### src/rtl/ball_datapath.sv
// Pong ball datapath: steps the ball once per frame, detects paddle, border and miss events,
// and keeps the score and serve/game-over sequencing. All outputs are registered.
module ball_datapath #(
  parameter int H_ACTIVE       = 640,
  parameter int V_ACTIVE       = 480,
  parameter int BALL_SIZE      = 8,
  parameter int PADDLE_W       = 8,
  parameter int PADDLE_H       = 64,
  parameter int LEFT_PADDLE_X  = 16,
  parameter int RIGHT_PADDLE_X = 616,
  parameter int SERVE_FRAMES   = 60,
  parameter int WIN_SCORE      = 9
) (
  input  logic       clk,
  input  logic       reset,
  input  logic       frame_tick,
  input  logic [3:0] cw_ballMovement,
  input  logic [9:0] paddle_left_y,
  input  logic [9:0] paddle_right_y,
  output logic [3:0] sw_ballMovement,
  output logic [9:0] ball_x,
  output logic [9:0] ball_y,
  output logic [3:0] score_left,
  output logic [3:0] score_right,
  output logic       game_over
);

  localparam logic [9:0]  CX         = 10'((H_ACTIVE - BALL_SIZE) / 2);
  localparam logic [9:0]  CY         = 10'((V_ACTIVE - BALL_SIZE) / 2);
  localparam logic [9:0]  X_MAX      = 10'(H_ACTIVE - BALL_SIZE);
  localparam logic [9:0]  Y_MAX      = 10'(V_ACTIVE - BALL_SIZE);
  localparam logic [9:0]  L_FACE     = 10'(LEFT_PADDLE_X + PADDLE_W);
  localparam logic [10:0] BS11       = 11'(BALL_SIZE);
  localparam logic [10:0] PH11       = 11'(PADDLE_H);
  localparam logic [10:0] R_FACE11   = 11'(RIGHT_PADDLE_X);
  localparam logic [3:0]  WIN4       = 4'(WIN_SCORE);
  localparam logic [7:0]  SERVE_LAST = 8'(SERVE_FRAMES - 1);

  typedef enum logic [2:0] {S_SERVE, S_IDLE, S_MOVE, S_CHECK, S_OVER} state_t;

  state_t     state_q;
  logic [7:0] cnt_q;
  logic [9:0] x_q, y_q;
  logic [3:0] sw_q, sl_q, sr_q;
  logic       go_q;

  logic       xp, xn, yp, yn;
  logic [9:0] x_d, y_d;
  logic [3:0] sl_inc, sr_inc;
  logic [10:0] x11, y11, pr11, pl11;
  logic       miss_l, miss_r, hit_r, hit_l, hit_top, hit_bot;

  // Undefined codes decode to no direction, which also means no event can match.
  assign xp = (cw_ballMovement == 4'b0001) || (cw_ballMovement == 4'b0100);
  assign xn = (cw_ballMovement == 4'b0010) || (cw_ballMovement == 4'b0011);
  assign yp = (cw_ballMovement == 4'b0001) || (cw_ballMovement == 4'b0011);
  assign yn = (cw_ballMovement == 4'b0100) || (cw_ballMovement == 4'b0010);

  always_comb begin
    x_d = x_q;
    y_d = y_q;
    if (xp && x_q < X_MAX) x_d = x_q + 10'd1;
    if (xn && x_q != 10'd0) x_d = x_q - 10'd1;
    if (yp && y_q < Y_MAX) y_d = y_q + 10'd1;
    if (yn && y_q != 10'd0) y_d = y_q - 10'd1;
  end

  assign x11  = {1'b0, x_q};
  assign y11  = {1'b0, y_q};
  assign pr11 = {1'b0, paddle_right_y};
  assign pl11 = {1'b0, paddle_left_y};

  assign miss_l  = xn && (x_q == 10'd0);
  assign miss_r  = xp && (x_q == X_MAX);
  assign hit_r   = xp && (x11 + BS11 == R_FACE11) && (y11 + BS11 > pr11) && (y11 < pr11 + PH11);
  assign hit_l   = xn && (x_q == L_FACE) && (y11 + BS11 > pl11) && (y11 < pl11 + PH11);
  assign hit_top = yn && (y_q == 10'd0);
  assign hit_bot = yp && (y_q == Y_MAX);

  assign sl_inc = sl_q + 4'd1;
  assign sr_inc = sr_q + 4'd1;

  always_ff @(posedge clk) begin
    if (reset) begin
      state_q <= S_SERVE;
      cnt_q   <= '0;
      x_q     <= CX;
      y_q     <= CY;
      sw_q    <= '0;
      sl_q    <= '0;
      sr_q    <= '0;
      go_q    <= 1'b0;
    end else begin
      sw_q <= '0;
      case (state_q)
        S_SERVE: begin
          x_q <= CX;
          y_q <= CY;
          if (frame_tick) begin
            if (cnt_q == SERVE_LAST) begin
              cnt_q   <= '0;
              state_q <= S_IDLE;
            end else begin
              cnt_q <= cnt_q + 8'd1;
            end
          end
        end
        S_IDLE: if (frame_tick) state_q <= S_MOVE;
        S_MOVE: begin
          x_q     <= x_d;
          y_q     <= y_d;
          state_q <= S_CHECK;
        end
        S_CHECK: begin
          state_q <= S_IDLE;
          if (miss_l || miss_r) begin
            sw_q <= 4'b0101;
            x_q  <= CX;
            y_q  <= CY;
            if (miss_l) sr_q <= sr_inc;
            else        sl_q <= sl_inc;
            if ((miss_l && sr_inc == WIN4) || (!miss_l && sl_inc == WIN4)) begin
              go_q    <= 1'b1;
              state_q <= S_OVER;
            end else begin
              state_q <= S_SERVE;
            end
          end else if (hit_r) begin
            sw_q <= 4'b0001;
          end else if (hit_l) begin
            sw_q <= 4'b0010;
          end else if (hit_top) begin
            sw_q <= 4'b0011;
          end else if (hit_bot) begin
            sw_q <= 4'b0100;
          end
        end
        S_OVER: state_q <= S_OVER;
        default: state_q <= S_SERVE;
      endcase
    end
  end

  assign sw_ballMovement = sw_q;
  assign ball_x          = x_q;
  assign ball_y          = y_q;
  assign score_left      = sl_q;
  assign score_right     = sr_q;
  assign game_over       = go_q;

endmodule

### config.mk
export PLATFORM = sky130hd
export DESIGN_NAME = ball_datapath
export DESIGN_NICKNAME = d
export VERILOG_FILES = /design/src/rtl/ball_datapath.sv
export SDC_FILE = /design/constraint.sdc
export NUM_CORES = 1
export LEC_CHECK = 0
export CAP_MARGIN = 20
export CELL_PAD_IN_SITES_DETAIL_PLACEMENT = 1
export CELL_PAD_IN_SITES_GLOBAL_PLACEMENT = 1
export CORE_ASPECT_RATIO = 2
export CORE_MARGIN = 2
export CORE_UTILIZATION = 40
export DETAILED_ROUTE_END_ITERATION = 6
export HOLD_SLACK_MARGIN = 0.05
export PLACE_DENSITY = 0.82
export SLEW_MARGIN = 40
export SYNTH_ARGS = -nofsm -noshare
export SYNTH_HDL_FRONTEND = slang
export SYNTH_SLANG_ARGS = --single-unit
### constraint.sdc
create_clock -name clk -period 3.85 [get_ports clk]
set_input_delay 0.5775 -clock clk [delete_from_list [all_inputs] [get_ports clk]]
set_output_delay 0.5775 -clock clk [all_outputs]
set_load 0.05 [all_outputs]
==> out/results.tsv <==
stage	metric	value	unit
logic_synthesis	synth_top_area_share	22.0	%
timing	fin_skew	7.68	ps
placed_design	place_congestion	0.870	
logic_synthesis	syn_avg_cell_area	8.07	µm²
placed_design	io_buffer_count	58	
setup_path	setup.worst_path.end	ball_y[9]	
final_layout	design_area	0.00480	mm²
setup_path	critPathRequiredTime	4050	ps
logic_synthesis	synth_edf_count	0	
setup_path	r2r-start	ball_y[0]	
logic_synthesis	synthesis.nets	573	
setup_path	critical_path_class	reg -> reg	
logic_synthesis	synthFlopType	dfxtp_1	
clock_tree	cts.sinks	43	
logic_synthesis	ys_seq_area_share	22.0	%
timing	finalHoldViolCount	0	
drt	drc	0	
timing	rsz0062_at_grt	no	
timing	fmax	0.280	GHz
global_route	grt_pass1_vias	4246	
floorplan	initial_core_util	40.6	%
drt	initialDrtViolationCount	158	
outcome	status	finished, final reports clean	
drt	drtPass1Iterations	4	
final_layout	area_growth	22.8	%
timing	period_share	92.9	%
setup_path	crit_path_start	ball_y[0]	
setup_path	crit_chain	or4_1 > or4_4 > and2_1 > ha_1 > nand3_1 > o211ai_1 > o211ai_1 > xor2_1 > or3_1 > o21ai_0	
clock_tree	cts_made_buffers	5	
job	max_cap_violations	0	
drt	ant_nets	0	
drt	drt-wirelength-per-cell	18.2	µm
placed_design	place_area	0.00466	mm²
timing	finalMaxSlewViolations	0	
pwr	p_leak	1.90	nW
final_layout	drive_above_1_share	5.30	%
pwr	total_power	1.06	mW
final_layout	n_antenna_cell	0	
clock_tree	clockRootBuffer	clkbuf_16	
clock_tree	cts_max_level	2	
floorplan	die_h	144	µm
logic_synthesis	syn-cell-area	0.00391	mm²
global_route	grt_pass1_wl	19600	µm
final_layout	mostFrequentLayoutCells	ha_1, clkdlybuf4s50_1, dfxtp_1	
timing	slew_headroom	48.4	%
final_layout	final_common_cell	ha_1	
logic_synthesis	synthArstFlopShare	0	%
setup_path	r2r_slack	270	ps
clock_tree	clockBufferDepth	2	
setup_path	cp_max_fo	10	
floorplan	rows	51	
floorplan	io_pins	60	
global_route	grt_max_degree	27	
clock_tree	cts_tree	built	
floorplan	coreArea	0.00964	mm²
timing	worst_pin_slew	768	ps
global_route	grt_antenna_before_repair	0	
logic_synthesis	yosys-top-cells-area	dfxtp_1, ha_1, xor2_1, a21oi_1, nor2_1	
timing	setup_viol	0	
setup_path	max_stage_delay	570	ps
drt	routed_via_density	5.75	
clock_tree	clk_latency	290	ps
pwr	max-vdd-ir-drop	0.201	mV
setup_path	crit_slowest_cell	or4_1	
clock_tree	post-cts-setup-buffer-count	0	
floorplan	die_w	73.9	µm
setup_path	startpoint_type	register	
drt	via_count	3901	
clock_tree	ctsResizeCount	0	
drt	wl	12400	µm
logic_synthesis	synth_warnings	0	
final_layout	layout.nets	634	
logic_synthesis	synth_top_area_cell	dfxtp_1	
placed_design	hpwl	9840	µm
logic_synthesis	yosysUniqueCellTypes	55	
global_route	grt-ovfl-total	0	
setup_path	ff2ff_path_depth	10	
logic_synthesis	syn_inst	485	
setup_path	endpoint_kind	register	
pwr	powerDensity	220	mW/mm²
floorplan	die_area	0.0106	mm²
clock_tree	clkTransAtPathRegs	60	ps
min_path	hold_class	reg -> reg	
setup_path	path_common_cell	o211ai_1	
global_route	grt_usage	23.9	%
timing	tns	0	ps
setup_path	worstReg2RegEnd	ball_y[9]	
timing	post-route-min-period	3580	ps
clock_tree	hold_buffers	0	
logic_synthesis	ys_ff_latch	43	
setup_path	worstPathArrival	3780	ps
[cells by family after synthesis]
kind of cell,Yosys count,synth area share [%]
compound gates,115,20.0
mux,5,1.28
flops,43,22.0
xor+xnor,37,8.28
buf+inv,45,4.67
other cells,1,0.0958
fa+ha+maj,61,19.9
simple gates,178,23.8
[metal layers]
metal | global-route usage, % | wire [µm]
met5 | 0 | 0
met4 | 13.8 | 609
met1 | 21.5 | 4480
met3 | 2.52 | 343
met2 | 48.1 | 6960
[registers in the layout, summed over array words and instances, names as in the netlist]
| register | flops |
|---|---|
| ball_x | 10 |
| ball_y | 10 |
| cnt_q | 8 |
| game_over | 1 |
| score_left | 4 |
| score_right | 4 |
| state_q | 3 |
| sw_ballMovement | 3 |
[power by group]
part           switching [mW]  internal (mW)
combinational          0.0981         0.0879
sequential            0.00230          0.447
clock                   0.182          0.240
total                   0.282          0.775
[worst max-delay path, delay by kind of cell, from the launching register on]
| family | cells | cell delay (ps) |
|---|---|---|
| AOI/OAI and AO/OA | 3 | 610 |
| and+or+nand+nor | 5 | 1880 |
| DFF | 1 | 380 |
| xor gates and xnor gates | 1 | 170 |
| adders and majority gates | 1 | 440 |
[synthesized netlist by cell type, types with 6 or more instances]
cell type,instances
and2_1,6
nand4_1,13
xor2_1,21
o21ai_0,20
or2_2,6
o211ai_1,6
xnor2_1,16
nand2b_1,6
nor2_1,41
nand3_1,27
or3_1,8
ha_1,59
and3_1,6
nor3_1,16
nand2_1,25
clkbuf_1,8
a211oi_1,10
inv_1,33
dfxtp_1,43
a21oi_1,31
a21o_1,13
[worst min-delay path by stage]
| stage | start | endpoint | cells past startpoint |
|---|---|---|---|
| floorplan | cnt_q[6] | cnt_q[6] | 2 |
| global placement | game_over | game_over | 2 |
| detailed placement | game_over | game_over | 2 |
| CTS | game_over | game_over | 2 |
| global route | game_over | game_over | 2 |
| finish | game_over | game_over | 2 |
[per-stage QoR]
stage	hold WS, ps	worst slack [ps]	instances	util (%)
after floorplan	472	423	485	-
after global placement	471	361	671	48.4
after detailed placement	467	277	671	48.4
after CTS	475	288	679	49.9
after global routing	499	110	679	49.9
final	471	273	679	49.9
[area by class of cell]
| class | count | area [µm²] |
|---|---|---|
| clock buffer | 6 | 129 |
| clock inverter | 2 | 12.5 |
| fill | 1162 | 4830 |
| inverter | 33 | 124 |
| multi-input combinational | 397 | 2870 |
| sequential | 43 | 861 |
| tap | 132 | 165 |
| timing repair buffer | 66 | 641 |
No activity file was read; power rests on OpenSTA's default activity.
